===== src/rtl/tube_pkg.sv =====
// Shared encodings for the Tube AHB-Lite slave: bus transfer/response codes,
// register offsets (HADDR[3:2]), status-word bit positions and the slave FSM
// state type.
package tube_pkg;

   localparam logic [1:0] HTRANS_IDLE   = 2'b00;
   localparam logic [1:0] HTRANS_BUSY   = 2'b01;
   localparam logic [1:0] HTRANS_NONSEQ = 2'b10;
   localparam logic [1:0] HTRANS_SEQ    = 2'b11;

   localparam logic [1:0] HRESP_OKAY    = 2'b00;
   localparam logic [1:0] HRESP_ERROR   = 2'b01;

   localparam logic [1:0] OFS_DATA      = 2'b00;
   localparam logic [1:0] OFS_CNT       = 2'b01;

   localparam int ST_EMPTY_BIT  = 0;
   localparam int ST_FULL_BIT   = 1;
   localparam int ST_COUNT_LSB  = 8;

   typedef enum logic [1:0] {
      S_IDLE       = 2'b00,
      S_WRITE_WAIT = 2'b01,
      S_ERR1       = 2'b10,
      S_ERR2       = 2'b11
   } tube_state_e;

   // Status word: write count low byte, full and empty flags.
   function automatic logic [31:0] status_word(input logic [7:0] cnt,
                                               input logic       full,
                                               input logic       empty);
      logic [31:0] w;
      w = '0;
      w[ST_COUNT_LSB +: 8] = cnt;
      w[ST_FULL_BIT]       = full;
      w[ST_EMPTY_BIT]      = empty;
      return w;
   endfunction

endpackage


===== src/rtl/tube_fifo.sv =====
// Character FIFO for the Tube slave.
// Ports: clk, rst_n (synchronous, active low), push/push_data, pop,
//        full, empty, count (entries held), head (oldest entry, valid when !empty).
// Pointers carry one extra wrap bit so full/empty are distinguishable.
// A push while full is taken only if a pop happens in the same cycle.
module tube_fifo #(
   parameter int DEPTH = 8,
   parameter int W     = 8
) (
   input  logic                     clk,
   input  logic                     rst_n,
   input  logic                     push,
   input  logic [W-1:0]             push_data,
   input  logic                     pop,
   output logic                     full,
   output logic                     empty,
   output logic [$clog2(DEPTH):0]   count,
   output logic [W-1:0]             head
);

   localparam int AW = $clog2(DEPTH);

   logic [W-1:0] mem_q [DEPTH];
   logic [AW:0]  wr_ptr_q, wr_ptr_d;
   logic [AW:0]  rd_ptr_q, rd_ptr_d;
   logic         push_ok;
   logic         pop_ok;

   assign empty   = (wr_ptr_q == rd_ptr_q);
   assign full    = (wr_ptr_q[AW] != rd_ptr_q[AW]) &&
                    (wr_ptr_q[AW-1:0] == rd_ptr_q[AW-1:0]);
   assign count   = wr_ptr_q - rd_ptr_q;
   assign head    = mem_q[rd_ptr_q[AW-1:0]];
   assign pop_ok  = pop && !empty;
   assign push_ok = push && (!full || pop_ok);

   always_comb begin
      wr_ptr_d = wr_ptr_q;
      rd_ptr_d = rd_ptr_q;
      if (push_ok) wr_ptr_d = wr_ptr_q + 1'b1;
      if (pop_ok)  rd_ptr_d = rd_ptr_q + 1'b1;
   end

   always_ff @(posedge clk) begin
      if (!rst_n) begin
         wr_ptr_q <= '0;
         rd_ptr_q <= '0;
      end else begin
         wr_ptr_q <= wr_ptr_d;
         rd_ptr_q <= rd_ptr_d;
      end
   end

   // Storage needs no reset; the pointers define what is valid.
   always_ff @(posedge clk) begin
      if (push_ok) mem_q[wr_ptr_q[AW-1:0]] <= push_data;
   end

endmodule


===== src/rtl/ahb_tube_slave.sv =====
// AHB-Lite Tube slave. Byte writes to offset 0x0 are queued in a character
// FIFO and drained over char_valid/char_ready. Offset 0x0 reads return a
// status word, offset 0x4 reads/writes access a wrapping accepted-write
// counter (a write clears it).
// Ports: AHB-Lite slave signals (HCLK, HRESETn synchronous active-low, HSEL,
//        HADDR, HTRANS, HWRITE, HSIZE/HBURST/HPROT unused, HWDATA, HREADY,
//        HREADYOUT, HRESP, HRDATA) and the char stream (char_valid,
//        char_data, char_ready).
// Build option: TUBE_ERR_RESP_EN - offsets 0x8/0xC answer with a two-cycle
//        ERROR response; otherwise they read 0 and ignore writes.
//
// state        | meaning
// S_IDLE       | no data phase, or a zero-wait read / counter access
// S_WRITE_WAIT | data phase of a character write; stalls while FIFO full
// S_ERR1       | first ERROR cycle (HREADYOUT low)
// S_ERR2       | second ERROR cycle (HREADYOUT high)
module ahb_tube_slave
   import tube_pkg::*;
#(
   parameter int FIFO_DEPTH = 8,
   parameter int CNT_W      = 16
) (
   input  logic        HCLK,
   input  logic        HRESETn,
   input  logic        HSEL,
   input  logic [31:0] HADDR,
   input  logic [1:0]  HTRANS,
   input  logic        HWRITE,
   input  logic [2:0]  HSIZE,
   input  logic [2:0]  HBURST,
   input  logic [3:0]  HPROT,
   input  logic [31:0] HWDATA,
   input  logic        HREADY,
   output logic        HREADYOUT,
   output logic [1:0]  HRESP,
   output logic [31:0] HRDATA,
   output logic        char_valid,
   output logic [7:0]  char_data,
   input  logic        char_ready
);

`ifdef TUBE_ERR_RESP_EN
   localparam bit ERR_EN = 1'b1;
`else
   localparam bit ERR_EN = 1'b0;
`endif

   tube_state_e state_q, state_d;
   logic             dp_valid_q, dp_valid_d;
   logic             dp_write_q, dp_write_d;
   logic [1:0]       dp_ofs_q,   dp_ofs_d;
   logic [CNT_W-1:0] cnt_q,      cnt_d;

   logic                          fifo_push;
   logic                          fifo_pop;
   logic                          fifo_full;
   logic                          fifo_empty;
   logic [$clog2(FIFO_DEPTH):0]   fifo_count;
   logic [7:0]                    fifo_head;

   logic        addr_accept;
   logic        hreadyout_int;
   logic [1:0]  hresp_int;
   logic [31:0] hrdata_int;

   assign addr_accept = HSEL && HREADY && HTRANS[1];
   assign fifo_pop    = !fifo_empty && char_ready;
   assign char_valid  = !fifo_empty;
   assign char_data   = fifo_head;
   assign HREADYOUT   = hreadyout_int;
   assign HRESP       = hresp_int;
   assign HRDATA      = hrdata_int;

   tube_fifo #(
      .DEPTH (FIFO_DEPTH),
      .W     (8)
   ) u_fifo (
      .clk       (HCLK),
      .rst_n     (HRESETn),
      .push      (fifo_push),
      .push_data (HWDATA[7:0]),
      .pop       (fifo_pop),
      .full      (fifo_full),
      .empty     (fifo_empty),
      .count     (fifo_count),
      .head      (fifo_head)
   );

   always_comb begin
      state_d       = state_q;
      dp_valid_d    = dp_valid_q;
      dp_write_d    = dp_write_q;
      dp_ofs_d      = dp_ofs_q;
      cnt_d         = cnt_q;
      fifo_push     = 1'b0;
      hreadyout_int = 1'b1;
      hresp_int     = HRESP_OKAY;
      hrdata_int    = '0;

      case (state_q)
         S_IDLE: begin
            if (dp_valid_q && !dp_write_q) begin
               case (dp_ofs_q)
                  OFS_DATA: hrdata_int = status_word(cnt_q[7:0], fifo_full, fifo_empty);
                  OFS_CNT:  hrdata_int = {{(32-CNT_W){1'b0}}, cnt_q};
                  default:  hrdata_int = '0;
               endcase
            end else if (dp_valid_q && dp_write_q && dp_ofs_q == OFS_CNT) begin
               cnt_d = '0;
            end
         end
         S_WRITE_WAIT: begin
            // A pop in the same cycle frees the slot, so a full FIFO need not stall.
            if (!fifo_full || fifo_pop) begin
               fifo_push = 1'b1;
               cnt_d     = cnt_q + {{(CNT_W-1){1'b0}}, 1'b1};
            end else begin
               hreadyout_int = 1'b0;
            end
         end
         S_ERR1: begin
            hreadyout_int = 1'b0;
            hresp_int     = HRESP_ERROR;
            state_d       = S_ERR2;
         end
         S_ERR2: begin
            hresp_int = HRESP_ERROR;
         end
         default: state_d = S_IDLE;
      endcase

      // Current data phase (if any) completes: take the next address phase.
      if (hreadyout_int) begin
         dp_valid_d = addr_accept;
         dp_write_d = HWRITE;
         dp_ofs_d   = HADDR[3:2];
         if (!addr_accept)
            state_d = S_IDLE;
         else if (HADDR[3] && ERR_EN)
            state_d = S_ERR1;
         else if (HWRITE && HADDR[3:2] == OFS_DATA)
            state_d = S_WRITE_WAIT;
         else
            state_d = S_IDLE;
      end
   end

   always_ff @(posedge HCLK) begin
      if (!HRESETn) begin
         state_q    <= S_IDLE;
         dp_valid_q <= 1'b0;
         dp_write_q <= 1'b0;
         dp_ofs_q   <= OFS_DATA;
         cnt_q      <= '0;
      end else begin
         state_q    <= state_d;
         dp_valid_q <= dp_valid_d;
         dp_write_q <= dp_write_d;
         dp_ofs_q   <= dp_ofs_d;
         cnt_q      <= cnt_d;
      end
   end

   logic unused_ok;
   assign unused_ok = ^{HADDR[31:4], HADDR[1:0], HTRANS[0], HSIZE, HBURST, HPROT,
                        HWDATA[31:8], fifo_count};

endmodule


===== config.mk =====
export PLATFORM = sky130hd
export DESIGN_NAME = ahb_tube_slave
export DESIGN_NICKNAME = d
export VERILOG_FILES = /design/src/rtl/tube_pkg.sv /design/src/rtl/tube_fifo.sv /design/src/rtl/ahb_tube_slave.sv
export SDC_FILE = /design/constraint.sdc
export NUM_CORES = 1
export LEC_CHECK = 0
export ABC_CLOCK_PERIOD_IN_PS = 2210
export CAP_MARGIN = 20
export CORE_MARGIN = 1
export CORE_UTILIZATION = 43
export DETAILED_ROUTE_END_ITERATION = 12
export GPL_ROUTABILITY_DRIVEN = 0
export PLACE_DENSITY = 0.76
export SYNTH_ARGS = -nofsm -noshare
export SYNTH_HDL_FRONTEND = slang
export SYNTH_SLANG_ARGS = --single-unit

===== constraint.sdc =====
create_clock -name HCLK -period 2.21 [get_ports HCLK]
set_input_delay 0.442 -clock HCLK [delete_from_list [all_inputs] [get_ports HCLK]]
set_output_delay 0.442 -clock HCLK [all_outputs]
set_load 0.02 [all_outputs]

==> summary.md, run 1 <==
| Metric | Value |
|---|---|
| Layout cells sized above 1 | between 30% and 40% |
| Setup crit end kind | output pin |
| Yosys warns | 0 |
| Final Hold Fails | 0 |
| Sw Ratio | 23.27% |
| Buffers on Ports | 43 |
| Comb pwr share | between 4 and 5% |
| Worst hold slack | 0.5000 ns |
| Worst hold path class | reg2reg |
| WP data required | about 1.8 ns |
| PnR worst setup slack | -0.05374 ns |
| Initial Utilization | approximately 45% |
| Worst path arrival time | 1.82 ns |
| Leakage | ~2.0 nW |
| Sequential share of power | 58.3% |
| Die area | 0.01074 mm^2 |
| Part of the cycle the worst path needs | 102.4% |
| Final min period | around 2.3 ns |
| Largest net degree at the start of global routing | 22 |
| Site row count | 36 |
| Gate Count Post-Synth | 352 |
| CTS Sinks | between 90 and 100 |
| DR pass1 iterations | 4 |
| Pwr dens | 589.8 mW/mm^2 |
| Die Span X | 103.6 um |
| DPL Wire Length | 6252 um |
| Layout Cells excl Fill | 568 |
| Syn_area_per_cell | 12.62 um^2 |
| Hold Buf Count CTS | 0 |
| Crit-path max FO | 8 |
| Worst r2r src | dp_ofs_q[1] |
| Core ar. | 0.009910 mm^2 |
| Pre-CTS setup slack | -0.2231 ns |
| Vias in the first global route | 3103 |
| Placed insts | 547 |
| Worst-margin pin slew | 0.6471 ns |
| Max clock buf depth | 2 |
| Design Area, Final | 0.005630 mm^2 |
| Ys flop type | edfxtp_1 |
| Hold path start | dp_valid_q |
| DRC Markers | 0 |
| Total Nets Final | between 500 and 600 |
| Clk_lat worst skew | 0.37 ns |
| Setup TNS | -0.3610 ns |
| Synth cell types | 56 |
| Crit Path Category | reg2out |
| R2r setup slk | 0.23 ns |
| Diodes inserted | 0 |
| Final setup vio count | 10 |
| FFs w/ async S/R, synth | 0% |
| Peak supply drop | 0.0002808 V |
| Worst reg2reg endpoint | cnt_q[15] |
| Failing checks | setup timing |
| Total GRT Usage | 18.67% |
| Via count | 3080 |
| Initial antenna violation count | 0 |
| EDFF count, synth | 64 |
| RSZ-0062 raised after global routing | yes |
| Die Span Y | between 100 and 150 um |
| TritonCTS clock tree | built |
| Post-synthesis sequential area ratio | 58.16% |
| Global-route wire length before repair | ~16000 um |
| Run status | complete, but fails checks |
| Seq cells post-synth | 97 |
| Synth-to-layout area growth | 26.80% |
| Relative slew slack | 56.50% |
| Fmax | 0.4417 GHz |
| Setup Skew | 0.009667 ns |
| H-tree depth | 3 |
| Mapped Area | 0.004441 mm^2 |
| Root buffer cell | clkbuf_8 |
| Switching pwr | roughly 0.77 mW |
| Pins Over Slew Limit | 0 |
| Grt ovf | 0 |
| Internal cell power | 2.548 mW |
| WHS Path Cells | 2 |
| Via/cell ratio | 5.423 |
| Mean routed wirelength per cell | 16.87 um |
| Placed Area | 0.005215 mm^2 |
| Crit start category | flip-flop |
| Total CTS buffers | 9 |
| Hold EP | dp_valid_q |
| Routed wire length | 9581 um |
| Clock power frac | 37.1% |
| IO Count | approximately 130 |
| DR iter-0 viols | 152 |
| DRT antenna net count | 0 |
| FF-to-FF path depth | 6 |
| Clock transition at path regs | 0.10 ns |
| Max_cap viols | 0 |
final cells by class:
class | count | area, um^2
clock buffers | 9 | 123.9
well taps | 133 | 166.4
fillers | 841 | 4279
multi-input cells | 232 | 1839
repair buffers | 86 | 802.0
flip-flops and latches | 97 | 2596
inverters | 4 | 15.01
clock inverters | 7 | 87.58
layout by cell type (no fill, tap or decap), types with 9 or more instances in the layout:
cell type / instances
buf_4: 44
nand2_1: 22
conb_1: 17
clkbuf_8: 9
o21ai_0: 14
nand3_1: 17
mux4_2: 16
buf_6: 18
dfxtp_1: 28
clkdlybuf4s50_1: 17
nor2_1: 24
edfxtp_1: 64
a21oi_1: 9
mux2i_1: 11
power by group through the flow:
stage	clock network [mW]	logic, mW	registers [mW]
global route	1.32	0.165	1.94
CTS	1.25	0.152	1.94
finish	1.23	0.154	1.94
floorplan	0	0.0970	1.98
global placement	0	0.141	1.98
detailed placement	0	0.144	1.98
per-layer routing:
layer	global-route usage, %	wire length [um]	part of all wire [%]	up-vias
met5	0	0	0	-
met4	7.971	249	2.6	0
met3	3.776	539	5.6	27
met2	32.26	4870	51	117
met1	22.63	3923	41	1483
li1	-	-	-	1453
through the flow:
stage / total power, mW / utilization [%]
final: 3.321 / 56.82
after global routing: 3.418 / 56.82
after floorplan: 2.075 / -
after global placement: 2.119 / 52.63
after detailed placement: 2.123 / 52.63
after CTS: 3.335 / 56.09
flip-flops by register name, indices dropped and copies added (netlist names), named ones only:
name / flops
u_fifo.mem_q: 64
cnt_q: 16
u_fifo.rd_ptr_q: 4
u_fifo.wr_ptr_q: 4
dp_ofs_q: 2
state_q: 2
dp_valid_q: 1
dp_write_q: 1
cells by family (layout without fill, tap and decap cells):
logic type,count (synthesis),count (layout),share of synthesized area (%)
fa+ha+maj,3,3,0.8454
compound gates,54,54,8.031
simple gates,112,113,12.68
mux,35,35,12.62
buf+inv,40,106,5.269
xor+xnor,10,10,2.311
other cells,1,17,0.08445
flops,97,97,58.16
cells in the mapped netlist, types with 2 or more instances:
master	number	share of area, %
mux4_2	16	8.1
nand2_1	22	1.9
dfxtp_1	33	15
inv_1	4	0.34
and3_1	8	1.1
nor4_1	3	0.42
buf_4	20	3.4
o21ai_2	2	0.39
xor2_1	5	0.99
a21oi_1	9	1.0
buf_2	7	0.79
ha_1	3	0.85
a31oi_1	8	1.1
nor2_1	33	2.8
nand3_1	17	1.9
a211oi_1	2	0.34
mux2i_1	11	2.5
o21ai_0	14	1.6
mux2_2	8	2.0
edfxtp_1	64	43
buf_1	2	0.17
xnor2_2	2	0.73
xnor2_1	3	0.59
o31ai_1	2	0.34
nor3_1	5	0.56
or3_1	2	0.28
a22o_1	2	0.39
or2_2	2	0.28
nand4_1	5	0.70
nand2b_1	4	0.56
clkbuf_1	7	0.59
o211ai_1	3	0.51
worst max-delay path by stage:
stage          startpoint           end  slack [ns]  cells after the start
3_5_place_dp   state_q[1]     HRDATA[1]       -0.22                      4
2_1_floorplan   flip-flop  char_data[0]        0.11                      4
6_report        flip-flop  char_data[2]       -0.05                      4
3_3_place_gp   char_ready     HREADYOUT       -0.17                      4
4_1_cts         flip-flop  char_data[5]       -0.15                      5
5_1_grt         flip-flop  char_data[6]       -0.11                      4
worst max-delay path, cell delays in order, from the launching register on:
cell	delay, ns
dfxtp_4	0.38
buf_12	0.14
mux4_2	0.51
mux2_4	0.29
buf_6	0.13
what timing repair did:
action	CTS	global route
gates cloned	2	0
gates resized for setup	153	32
endpoints found under the hold margin	0	0
endpoints found under the setup margin	26	25
setup buffers	3	0
pin swaps	6	9
Power figures use the tool's default switching activity.
==> inputs of run 2 (changes only) <==
--- a/config.mk
+++ b/config.mk
@@ -7,7 +7,7 @@
 export LEC_CHECK = 0
 export ABC_CLOCK_PERIOD_IN_PS = 2210
 export CAP_MARGIN = 20
-export CORE_MARGIN = 1
+export CORE_MARGIN = 3
 export CORE_UTILIZATION = 43
 export DETAILED_ROUTE_END_ITERATION = 12
 export GPL_ROUTABILITY_DRIVEN = 0
==> run 2 against run 1 <==
  * The flow still finishes with violations (setup timing)
  * Global-route usage shrank 1.5 points
  * Critical path depth is the same
  * Setup slack lost 0.0084 ns
  * Via count shrank 0.32%
  * First-iteration DRC count grew 18%
  * Flip-flop and latch count is the same
  * Wire length shrank 0.51%
  * Fmax shrank 0.37%
  * Utilization shrank 0.23 points
  * Cell count grew 0.70%
  * Critical path type unchanged
  * Largest cell class unchanged
==> summary.md, run 2 (synthesis gave the netlist of run 1 again) <==
| Metric | Value |
|---|---|
| Run status | complete, but fails checks |
| Failing checks | setup timing |
| Diodes inserted | 0 |
| Max reg flops | between 60 and 70 |
| Crit-path slowest cell | mux4_2 |
| DRC Markers | 0 |
| Final Hold Fails | 0 |
| Register area | about 0.0026 mm^2 |
| Pre-CTS setup slack | -0.1900 ns |
| Max_cap viols | 0 |
| Leakage | between 1.5 and 2 nW |
| Via/cell ratio | 5.367 |
| Relative slew slack | 57.73% |
| RSZ-0062 raised after global routing | yes |
| Most common cell after layout, fill and taps aside | edfxtp_1 |
| Worst hold path class | reg2reg |
| Multi-input logic area | 0.001815 mm^2 |
| DR iter-0 viols | 180 |
| Pwr dens | 590.3 mW/mm^2 |
| Core ar. | slightly below 0.01 mm^2 |
| Root buffer cell | clkbuf_8 |
| Total CTS buffers | 9 |
| Final min period | around 2.3 ns |
| Peak supply drop | 0.0003019 V |
| CTS Sinks | between 90 and 100 |
| Die area | 0.01158 mm^2 |
| Max clock buf depth | 2 |
| Buffers on Ports | 43 |
| Crit-path max FO | 8 |
| Part of the cycle the worst path needs | 102.8% |
| Pins Over Slew Limit | 0 |
| Worst-margin pin slew | 0.6288 ns |
| Routed wire length | 9532 um |
| WP data required | 1.77 ns |
| Total Nets Final | 519 |
| TritonCTS clock tree | built |
| Initial antenna violation count | 0 |
| Mean routed wirelength per cell | 16.66 um |
| Hold path start | dp_valid_q |
| Fmax | 0.4401 GHz |
| Worst r2r src | dp_ofs_q[1] |
| Via count | 3070 |
| CP max stage delay | ~0.52 ns |
| Clock transition at path regs | ~0.090 ns |
| Die Span Y | 107.6 um |
| Vias in the first global route | 2999 |
| DR pass1 iterations | 5 |
| Clk_lat worst skew | roughly 0.37 ns |
| DRT antenna net count | 0 |
| H-tree depth | 3 |
| Final setup vio count | 11 |
| Worst path arrival time | approximately 1.8 ns |
| Global-route wire length before repair | between 15000 and 20000 um |
| Die Span X | 107.6 um |
| DPL Wire Length | between 6000 and 7000 um |
| Grt ovf | 0 |
| Synth-to-layout area growth | 26.29% |
| Crit start category | flip-flop |
| Largest net degree at the start of global routing | 20 |
| PnR worst setup slack | -0.06217 ns |
| Filler instances | around 830 |
| Crit Path Category | reg2out |
| Setup crit end kind | output pin |
| Cell Chain, Critical Path | buf_12 -> mux4_2 -> mux2_4 -> buf_6 |
| Worst hold slack | 0.4871 ns |
| IO Count | 126 |
| Setup Skew | 0.01338 ns |
| Initial Utilization | 44.81% |
| Total GRT Usage | 17.12% |
| Commonest cells after routing, fill and taps aside | edfxtp_1, buf_4, dfxtp_1 |
| Layout cells sized above 1 | 33.26% |
| Setup TNS | -0.2871 ns |
| Site row count | 36 |
| Hold Buf Count CTS | 0 |
[run 2: cell types whose count changed in the layout (fill, tap and decap cells not counted), moves of 2 or more]
cell    change
nor2_2      +5
nor2_4      -4
buf_4       +9
buf_12      -2
buf_6       -2
[run 2: metal layers]
metal	global-route usage, %	up-vias	routed length (um)
met5	0	-	0
met2	29.93	80	4966
met4	4.869	0	125
met1	21.26	1522	3963
li1	-	1453	-
met3	3.839	15	477
[run 2: repair_timing]
item | in CTS | in global routing
gates cloned | 2 | 0
setup endpoints to repair | 26 | 23
pin swaps | 5 | 6
gates resized for setup | 154 | 24
setup buffers | 4 | 2
[run 2: worst max-delay path, delay by kind of cell, from the launching register on]
family / cells / cell delay [ns]
multiplexers: 2 / 0.82
flip-flops: 1 / 0.38
buffers and inverters: 2 / 0.27
[run 2: final cells by class]
type	instances	share of cell area (%)
clock inverters	7	1.651
repair buffers	90	14.30
clock buffers	9	2.209
flip-flops and latches	97	46.23
inverters	4	0.2677
well taps	133	2.967
multi-input cells	232	32.37
[run 2: stage by stage]
| step | area (um^2) | total power, mW | instances | util, % |
|---|---|---|---|---|
| after CTS | 5555 | 3.336 | 571 | 56.06 |
| after floorplan | 4507 | 2.075 | 368 | - |
| after detailed placement | 5205 | 2.124 | 549 | 52.53 |
| after global placement | 5197 | 2.120 | 548 | 52.45 |
| after global routing | 5608 | 3.439 | 572 | 56.59 |
| final | 5608 | 3.310 | 572 | 56.59 |
[run 2: final timing paths]
path	to	slack, ns	cells after the start
max	char_data[2]	-0.06	4
min	dp_valid_q	0.49	2
max reg2reg	cnt_q[15]	0.28	6
min reg2reg	dp_valid_q	0.49	2
[run 2: where the power goes]
part           total [mW]  switching [mW]  internal [mW]
clock                1.22           0.660          0.557
combinational       0.156          0.0912         0.0646
sequential           1.94         0.00723           1.93
total                3.31           0.759           2.55
